--- src/rtl/file_writer_arbiter.sv ---
// Round-robin arbiter sharing one file-writer port among NUM_REQ producers.
// Each grant produces a one-cycle enable pulse, followed by a mandatory low gap.
module file_writer_arbiter #(
    parameter int NUM_REQ    = 4,
    parameter int DATA_WIDTH = 8,
    parameter int CNT_WIDTH  = 16
) (
    input  logic                          clk,
    input  logic                          reset,
    input  logic [NUM_REQ-1:0]            req_valid,
    input  logic [NUM_REQ*DATA_WIDTH-1:0] req_data,
    input  logic [NUM_REQ-1:0]            req_last,
    output logic [NUM_REQ-1:0]            req_ready,
    output logic                          wr_enable,
    output logic                          wr_done,
    output logic [DATA_WIDTH-1:0]         wr_data,
    output logic [CNT_WIDTH-1:0]          wr_count,
    output logic                          busy,
    output logic                          closed,
    output logic                          err_proto
);

    localparam int          PTR_W = (NUM_REQ > 1) ? $clog2(NUM_REQ) : 1;
    localparam int unsigned N     = NUM_REQ;

    typedef enum logic [1:0] {
        IDLE,
        WRITE,
        GAP,
        CLOSED
    } state_t;

    state_t             state, state_next;
    logic [PTR_W-1:0]   ptr;
    logic [PTR_W-1:0]   grant_idx;
    logic [NUM_REQ-1:0] retired;
    logic [NUM_REQ-1:0] eligible;
    logic [NUM_REQ-1:0] grant_oh;
    logic               grant_found;
    logic               grant_final;
    logic               final_flag;
    logic               take;

    assign eligible = req_valid & ~retired;

    // Search upward from ptr+1 with wrap; the first eligible index wins.
    always_comb begin
        int unsigned idx;
        idx         = 0;
        grant_found = 1'b0;
        grant_idx   = '0;
        for (int unsigned k = 1; k <= N; k++) begin
            idx = int'(ptr) + k;
            if (idx >= N) begin
                idx = idx - N;
            end
            if (!grant_found && eligible[idx]) begin
                grant_found = 1'b1;
                grant_idx   = idx[PTR_W-1:0];
            end
        end
    end

    assign grant_oh    = NUM_REQ'(1) << grant_idx;
    assign grant_final = req_last[grant_idx] && (&(retired | grant_oh));
    assign take        = (state == IDLE) && grant_found;

    always_comb begin
        state_next = state;
        req_ready  = '0;
        wr_enable  = 1'b0;
        wr_done    = 1'b0;
        busy       = 1'b0;
        closed     = 1'b0;
        case (state)
            IDLE: begin
                if (grant_found) begin
                    req_ready  = grant_oh;
                    state_next = WRITE;
                end
            end
            WRITE: begin
                wr_enable  = 1'b1;
                busy       = 1'b1;
                state_next = GAP;
            end
            GAP: begin
                busy       = 1'b1;
                wr_done    = final_flag;
                state_next = final_flag ? CLOSED : IDLE;
            end
            CLOSED: begin
                wr_done = 1'b1;
                closed  = 1'b1;
            end
            default: state_next = IDLE;
        endcase
    end

    always_ff @(posedge clk) begin
        if (reset) begin
            state      <= IDLE;
            ptr        <= PTR_W'(NUM_REQ - 1);
            retired    <= '0;
            final_flag <= 1'b0;
            wr_data    <= '0;
            wr_count   <= '0;
            err_proto  <= 1'b0;
        end else begin
            state <= state_next;
            if (take) begin
                wr_data    <= req_data[grant_idx*DATA_WIDTH +: DATA_WIDTH];
                ptr        <= grant_idx;
                final_flag <= grant_final;
                if (req_last[grant_idx]) begin
                    retired <= retired | grant_oh;
                end
            end
            if (state == WRITE && wr_count != '1) begin
                wr_count <= wr_count + 1'b1;
            end
            // Retired requesters are never eligible, so their words are dropped here.
            if ((|(req_valid & retired)) || (state == CLOSED && |req_valid)) begin
                err_proto <= 1'b1;
            end
        end
    end

endmodule

--- config.mk ---
export PLATFORM = sky130hd
export DESIGN_NAME = file_writer_arbiter
export DESIGN_NICKNAME = d
export VERILOG_FILES = /design/src/rtl/file_writer_arbiter.sv
export SDC_FILE = /design/constraint.sdc
export NUM_CORES = 1
export LEC_CHECK = 0
export ABC_AREA = 1
export BUFFER_PORTS_ARGS = -buffer_cell sky130_fd_sc_hd__buf_2
export CAP_MARGIN = 20
export CORE_MARGIN = 1.5
export CORE_UTILIZATION = 25
export DETAILED_ROUTE_END_ITERATION = 8
export PLACE_DENSITY = 0.54
export SLEW_MARGIN = 0
export SYNTH_ARGS = -nofsm -noshare
export SYNTH_HDL_FRONTEND = slang
export SYNTH_SLANG_ARGS = --single-unit
--- constraint.sdc ---
create_clock -name clk -period 1.7 [get_ports clk]
set_input_delay 0 -clock clk [delete_from_list [all_inputs] [get_ports clk]]
set_output_delay 0 -clock clk [all_outputs]
set_load 0.01 [all_outputs]
==> results.md, run 1 <==
Yosys:
- The number of nets in the synthesized netlist is 386.
- For this run, the number of Yosys warnings is 0.
- The number of synthesized flops with an enable pin is 0.
- After synthesis the netlist holds a flip-flop and latch count of 34.
- Summing the sequential cell areas from Yosys gives a little under a third of the chip area.
- The count of different cell masters after synthesis is 35.
- After synthesis, the share of flip-flops with an asynchronous set or reset is 0%.
- In the synthesized netlist the dominant register cell turns out to be sky130_fd_sc_hd__dfxtp_1.
- Synthesis produced roughly 340 cells.
- The average footprint of a synthesized cell is between 6 and 7 um2.
- The combined area of all synthesized cells is 0.00222 mm2.

Timing:
- The fmax is slightly above 500 MHz.
- The worst hold margin is 0.00683 ns.
- The relative max-transition margin is between 40 and 50%.
- The final hold violation count is 0.
- For the final database, setup skew stands at roughly 0.0058 ns.
- At the pin with the least slew margin, the transition time is a little under 0.8 ns.
- In the post-route analysis, the smallest setup slack over all paths is -0.254 ns.
- In the finished design, the share of the clock period the worst path needs comes to 115%.
- Setup violations remaining at the end of the flow were counted as 21.
- The total negative setup slack is -4.15 ns.
- Setup repair after global routing could not meet its margin everywhere.
- The count of final max-slew check failures is 0.
- The smallest clock period supported by the final layout is computed as between 1.5 and 2 ns.

Power and ir drop:
- The portion of total power attributed to the clock network is under 10%.
- Per report_power, the combinational group accounts for ~78% of the total.
- Net switching is between 40% and 50% of the power.
- The leakage component of the power is about 0.0018 uW.
- The internal power of the cells totals between 4000 and 5000 uW.
- The power density of the placed cells is ~2200 mW/mm2.
- Summed over all nets, the switching power comes to just under 4000 uW.
- IR analysis of the VDD net gives a maximum drop of ~0.87 mV.
- The register share of total power is between 10% and 20%.

Finish:
- The fill cell instance count of the final layout is between 900 and 1,000.
- The register area is 689 um2.
- The area growth from synthesis to layout is 64.1%.
- For this run, the post-layout net count is around 520.
- The share of layout cells above drive strength 1 is 50.3%.
- The number of antenna diodes is 0.
- Summing all multi-input logic gate instances after layout gives 0.00163 mm2.

Critical path:
- The stage delay of the slowest cell on the critical path is approximately 0.4 ns.
- Traced cell by cell, the critical path runs through buf_6 > nand2_2 > nand2_4 > nand3_1 > nand2_2 > nand3_2 > nand2_4 > nand2_2 > nor2_4 > nand2_4 > buf_4 > nand2_1 > nand2_1 > nor2_1 > nand2_1 > a21oi_2.
- The category of the most critical setup path is register to register.
- The cell type of the slowest stage on the worst timing path is sky130_fd_sc_hd__dfxtp_4.
- The number of buffers and inverters on the critical path is 2.
- The largest fanout of any net on the critical path is 6.
- The gate family responsible for the most delay along the worst path is simple AND/OR/NAND/NOR gates.
- The data required time at the worst endpoint is 1.93 ns.
- The nature of the critical path endpoint is a register.
- STA classifies the critical path startpoint as a register.
- Across all register-to-register paths, the minimum setup slack is -0.25 ns.
- Data on the critical path arrives at its endpoint at roughly 2.2 ns.

Floorplanning:
- The die covers about 0.0095 mm2.
- The initial standard-cell utilization of the core is 25.6%.
- From bottom edge to top edge, the die measures 97.2 um.
- The boundary pin count is 75.
- Measured along the x axis, the die boundary spans around 97 um.
- The core area is between 0.008 and 0.009 mm2.
- The row count is 34.

Clock network:
- In this run, CTS created clock tree buffers numbering 5.
- The maximum root-to-sink buffer count is 2.
- Hold repair after CTS inserted 0 buffers.
- The post-CTS clock slew at the launch and capture registers of the worst setup and hold paths is ~0.070 ns.
- For the worst-skew pair, the clock arrives at the later sink with an insertion delay of just under 0.3 ns.
- The tree is rooted in a sky130_fd_sc_hd__clkbuf_8.
- The clock tree synthesis step divided the H-tree into 2 levels.
- TritonCTS built the clock tree.
- The number of sinks handled by clock tree synthesis is 34.

Global route:
- The number of antenna violations at the first check in global routing was 0.
- The total overflow reported by the global router is 0.
- The global-route wire length before repair is ~12 mm.
- The pin count of the biggest net entering global routing is 24.
- The via count of the first global-routing pass is 2,515.
- The overall track demand over capacity in global routing is 14.7%.

Placed design:
- The final estimated routing congestion in global placement is roughly 0.82.
- In this run the tool buffered the top-level ports with 74 buffer cells.
- The estimated wirelength of the detail-placed design is 5.16 mm.

Detailed routing:
- The via count is between 2,000 and 3,000.
- Before antenna repair, the detailed router went through 4 iterations.
- After detailed routing, the total wire length is between 7 and 8 mm.
- The detail route stage leaves a number of antenna-violating nets equal to 0.
- Dividing the detail-routed wire length by the instance count gives ~12 um.
- Using the TritonRoute via totals, the vias-per-cell ratio works out to between 4 and 5.
- The number of remaining DRC errors is 0.
- After the first detailed-routing iteration, the DRC count stood at 64.

Outcome:
- The flow ran to the end, but the final reports show violations.
- The checks that failed: negative setup slack.

Hold path:
- The classification of the worst-slack hold path is input pin to register.

Job:
- The count of max-cap constraint violations is 0.
==> placed cells by master, fill, tap and decap left out, types with 6 or more instances in the layout <==
cell type	Yosys	layout
sky130_fd_sc_hd__buf_2	0	70
sky130_fd_sc_hd__dfxtp_1	34	29
sky130_fd_sc_hd__nor2_1	30	22
sky130_fd_sc_hd__nand3_2	7	14
sky130_fd_sc_hd__inv_1	33	29
sky130_fd_sc_hd__nand2_1	89	77
sky130_fd_sc_hd__o21ai_0	24	11
sky130_fd_sc_hd__buf_6	2	9
sky130_fd_sc_hd__nand2_4	2	14
sky130_fd_sc_hd__buf_4	0	57
sky130_fd_sc_hd__a21oi_1	19	15
sky130_fd_sc_hd__nor2_4	2	10
sky130_fd_sc_hd__clkbuf_8	0	6
sky130_fd_sc_hd__o21ai_1	1	11
sky130_fd_sc_hd__nand3_1	24	16
sky130_fd_sc_hd__nand2_2	19	19
==> state kept, by name, summed over array words and instances (netlist names) <==
name        flops
err_proto       1
ptr             2
wr_count       16
state           2
wr_data         8
retired         4
final_flag      1
==> power by group through the flow <==
stage	Combinational (uW)	Clock [uW]	Sequential, uW
floorplan	3140	0	1170
global placement	4580	0	1130
detailed placement	4610	0	1130
CTS	5870	669	1130
global route	6780	704	1170
finish	6210	649	1150
==> cells by family (layout without fill, tap and decap cells) <==
family | count (synthesis) | after routing | synth area share, %
and+or+nand+nor | 200 | 200 | 44.8
AOI/OAI and AO/OA | 50 | 50 | 12.0
buffers and inverters | 47 | 186 | 8.74
DFF | 34 | 34 | 30.7
adders and majority gates | 6 | 6 | 3.38
xor gates and xnor gates | 1 | 1 | 0.395
==> path summary, 6_finish.rpt <==
check             depth (start not counted)                      from                  endpoint
setup / recovery                         16       ptr[0]$_SDFFE_PP1P_   final_flag$_SDFFE_PP0P_
setup reg to reg                         16       ptr[0]$_SDFFE_PP1P_   final_flag$_SDFFE_PP0P_
hold / removal                            5               req_data[1]   wr_data[1]$_SDFFE_PP0P_
hold reg to reg                           1  wr_count[6]$_SDFFE_PP0P_  wr_count[6]$_SDFFE_PP0P_
==> Yosys cell counts (all sizes together), types with 2 or more instances <==
library cell	count	area (um2)
a211oi	2	15.0
dfxtp	34	681
nand4	6	43.8
a21oi	19	95.1
clkbuf	5	18.8
o21ai	25	125
nand2	110	475
ha	6	75.1
nand3	32	208
nor3	9	45.0
inv	40	153
nor2	36	174
buf	2	22.5
nand3b	2	15.0
==> metal layers <==
metal	wire length, um	vias up	global-route usage [%]	part of all wire [%]
met2	3690	50	26.7	52
li1	-	1369	-	-
met1	3090	1232	17.9	43
met5	0	-	0	0
met3	239	10	2.16	3.4
met4	93	0	4.29	1.3
==> repair_timing <==
item                                    in CTS  in global routing
resized for setup                           47                 34
endpoints found under the setup margin      27                 33
pin swaps                                   37                 16
setup buffers                               17                  2
==> tightest hold or removal path: stages <==
cell                      delay [ns]
sky130_fd_sc_hd__buf_2          0.07
sky130_fd_sc_hd__nand2_1        0.04
sky130_fd_sc_hd__nand2_1        0.05
sky130_fd_sc_hd__nor2_1         0.04
sky130_fd_sc_hd__nor2_1         0.06
==> cell type report <==
type | count | share of cell area [%]
well taps | 108 | 3.71
flip-flops and latches | 34 | 18.9
repair buffers | 138 | 25.2
clock buffers | 6 | 2.27
clock inverters | 2 | 0.344
multi-input cells | 257 | 44.8
inverters | 40 | 4.67
==> stage by stage <==
step	total power (uW)	util [%]	setup WS [ns]	cell area (um2)	instances
final	8010	42.0	-0.254	3640	585
after global routing	8660	42.0	-0.374	3640	585
after CTS	7670	40.3	-0.224	3490	583
after detailed placement	5740	35.6	-0.340	3090	558
after global placement	5720	35.6	-0.285	3090	558
after floorplan	4300	-	-0.0754	2300	338
(Power assumes the default switching activity.)
==> inputs of run 2 (changes only) <==
Settings changed: CTS_CLUSTER_SIZE set to 40, PLACE_DENSITY 0.54 to 0.52.
Clock period 1.7 ns to 2.3 ns, I/O delays scaled along.
==> results.md, run 2 (synthesized netlist as in run 1, its figures left out) <==
Outcome:
- The run finished with clean final reports.

Critical path:
- The reg-to-reg critical path endpoint is wr_count[15]$_SDFFE_PP0P_.
- The nature of the critical path startpoint is a register.
- The cell type of the slowest stage on the worst timing path is sky130_fd_sc_hd__dfxtp_2.
- The nature of the critical path endpoint is an output port.
- The data required time at the worst endpoint is 2.30 ns (+0.37 ns).
- The most frequent cell on the critical path is sky130_fd_sc_hd__nand2_1.
- The capture point of the critical path is req_ready[0].
- The largest fanout of any net on the critical path is 8 (+2).
- The category of the most critical setup path is register to output port.
- The reg2reg setup slack is 0.27 ns (+0.52 ns).
- The stage delay of the slowest cell on the critical path is 0.39 ns (-0.02 ns).
- Traced cell by cell, the critical path runs through buf_4 > nand3_1 > nand2_1 > nand2_2 > nand2_2 > nor2_8 > nand3_1 > nand2_1 > nor2_2 > nand2_1 > nor2_2 > buf_2.
- The number of cells on the worst reg-to-reg path came to 10 (-6).
- The start point of the critical path is ptr[0]$_SDFFE_PP1P_.
- The launch instance of the worst register-to-register path is wr_count[0]$_SDFFE_PP0P_.
- The endpoint arrival time on the critical path is 2.09 ns (-0.09 ns).

Finish:
- The net count of the finished layout was 466 (-11%).
- In the layout the commonest cells are sky130_fd_sc_hd__nand2_1 (89), sky130_fd_sc_hd__buf_2 (74), sky130_fd_sc_hd__dfxtp_1 (33), sky130_fd_sc_hd__inv_1 (32), sky130_fd_sc_hd__nor2_1 (28).
- The register with the most flip-flops is wr_count.
- The largest registers in the layout are wr_count x16, wr_data x8, retired x4.
- The design area is 0.00283 mm2 (-22%).
- The share of layout cells above drive strength 1 is 32.5% (-18 points).
- The number of antenna diodes is 0 (unchanged).
- Leaving out fill and tap cells, the most frequent cell in the layout is sky130_fd_sc_hd__nand2_1.
- The flip-flop count of the largest register, all copies and words added is 16 (unchanged).
- The area growth from synthesis to layout is 27.5%.

Clock network:
- The root buffer cell chosen for the clock tree is sky130_fd_sc_hd__clkbuf_8.
- The number of CTS-inserted buffers was 5 (unchanged).
- The maximum root-to-sink buffer count is 2 (unchanged).
- The number of sinks handled by clock tree synthesis was 34 (unchanged).
- The number of levels in the clock H-tree came to 2 (unchanged).
- The hold buffer count at cts is 0 (unchanged).
- The post-CTS clock slew at the launch and capture registers of the worst setup and hold paths is 0.07 ns (about the same).
- The post-CTS repair timing setup buffer count is 0 (-17).
- The clock latency on the worst-skew pair is 0.29 ns (about the same).
- TritonCTS built the clock tree.
- The number of gates given a new drive strength after cts is 0 (-100%).

Global route:
- The pin count of the biggest net entering global routing was 24 (unchanged).
- The total overflow reported by the global router is 0 (unchanged).
- The overall track demand over capacity in global routing is 12.9% (-1.8 points).
- The global-route wire length before repair is 10.3 mm (-11%).
- The number of antenna violations at the first check in global routing is 0 (unchanged).
- The via count of the first global-routing pass is 2,264 (-10%).

Floorplanning:
- The initial standard-cell utilization of the core was 25.6% (unchanged).
- The floorplan die area came to 0.00945 mm2 (unchanged).
- The row count was 34 (unchanged).
- The core area was 0.00868 mm2 (unchanged).
- The height of the chip is 97.2 um (unchanged).
- The boundary pin count came to 75 (unchanged).
- The die boundary width is 97.2 um (unchanged).

Detailed routing:
- The total wirelength of the detailed-routed design is 6.09 mm (-14%).
- The final antenna-violating net count is 0 (unchanged).
- The number of remaining DRC errors is 0 (unchanged).
- The DRC marker count from the first detailed-route iteration is 77 (+20%).
- The total iterations of the first detailed-routing run is 4 (unchanged).
- The detailed-route vias per instance is 4.51 (-0.93%).
- The via count is 2,375 (-11%).
- The routed wirelength normalized by instance count was 11.6 um (-5.0%).

Power and ir drop:
- The leakage component of the power is 0.00136 uW (-24%).
- The power density of the placed cells is 1470 mW/mm2 (-33%).
- The post-layout total power was 4170 uW (-48%).
- The peak ir drop on the vdd network is 0.458 mV (-47%).

Job:
- The count of max-cap constraint violations is 0 (unchanged).

Timing:
- The total negative setup slack is 0 ns (+4.15 ns).
- The post-route clock period utilization is between 90% and 100%.
- Setup repair after global routing left no endpoint under its margin.
- The transition time at the pin with the least slew margin came to 0.697 ns (-0.0846 ns).
- The post-layout minimum cycle time is about 2.1 ns.
- The final count of negative-setup-slack endpoints is 0 (-100%).
- The relative max-transition margin is 53.5% (+5.6 points).
- For this run, the top clock speed supported by timing is between 400 and 500 MHz.
- The count of final max-slew check failures is 0 (unchanged).
- The maximum clock skew at final layout is 0.00445 ns (-0.00138 ns).
- The final hold violation count is 0 (unchanged).

Placed design:
- The final estimated routing congestion in global placement is 0.779 (-5.1%).
- The count of input and output buffers was 74 (unchanged).
- The estimated wirelength of the detail-placed design is 4.84 mm (-6.3%).
- The post-place instance area is 0.00273 mm2 (-12%).

Hold path:
- The classification of the worst-slack hold path is input pin to register.
## run 2: cell count changes in the layout (fill, tap and decap cells not counted), moves of 9 or more
cell / delta
sky130_fd_sc_hd__nand2_4: -12
sky130_fd_sc_hd__buf_6: -9
sky130_fd_sc_hd__nand2_1: +12
sky130_fd_sc_hd__o21ai_1: -10
sky130_fd_sc_hd__buf_4: -51
sky130_fd_sc_hd__o21ai_0: +13
## run 2: worst min path at each step
stage | start | end | slack (ns) | cells past startpoint
floorplan | reset | ptr[0]$_SDFFE_PP1P_ | 0.1 | 2
global placement | req_data[11] | wr_data[3]$_SDFFE_PP0P_ | 0.30 | 5
detailed placement | req_data[11] | wr_data[3]$_SDFFE_PP0P_ | 0.31 | 5
CTS | req_data[11] | wr_data[3]$_SDFFE_PP0P_ | 0.008 | 5
global route | req_data[10] | wr_data[2]$_SDFFE_PP0P_ | 0.04 | 5
finish | req_data[11] | wr_data[3]$_SDFFE_PP0P_ | 0.01 | 5
## run 2: metal layers
layer  routed length (um)  vias up  track usage [%]  share of wire, %
met5                    0        -                0                 0
met4                   54        0             2.97              0.89
met3                  166        5             2.23               2.7
met2                 2970       38             22.9                49
met1                 2900     1077             16.2                48
li1                     -     1255                -                 -
## run 2: final cells by class
cell class                 instances  area [um2]
tap                              108         135
sequential                        34         682
clock inverter                     2        12.5
clock buffer                       6        82.6
inverter                          40         153
timing repair buffer              80         415
multi-input combinational        257        1350
fill                            1003        5850
## run 2: stage by stage
step / worst slack [ns] / cells / utilization [%] / hold WS, ns
2_1_floorplan: 0.412 / 338 / - / 0.0997
3_3_place_gp: 0.250 / 519 / 31.4 / 0.298
3_5_place_dp: 0.231 / 519 / 31.4 / 0.309
4_1_cts: 0.0750 / 527 / 32.5 / 0.00818
5_1_grt: 0.00508 / 527 / 32.6 / 0.0430
6_report: 0.210 / 527 / 32.6 / 0.00997
## run 2: power breakdown
part	internal, uW	total, uW	leakage, uW	switching (uW)
logic	959	2860	0.00103	1910
clock network	241	477	0.0000472	236
registers	736	833	0.000278	96.8
## run 2: critical path: cells and delay by family, from the launching register on
family	cells	cell delay [ns]
DFF	1	0.39
and+or+nand+nor	10	1.11
buffers and inverters	2	0.30
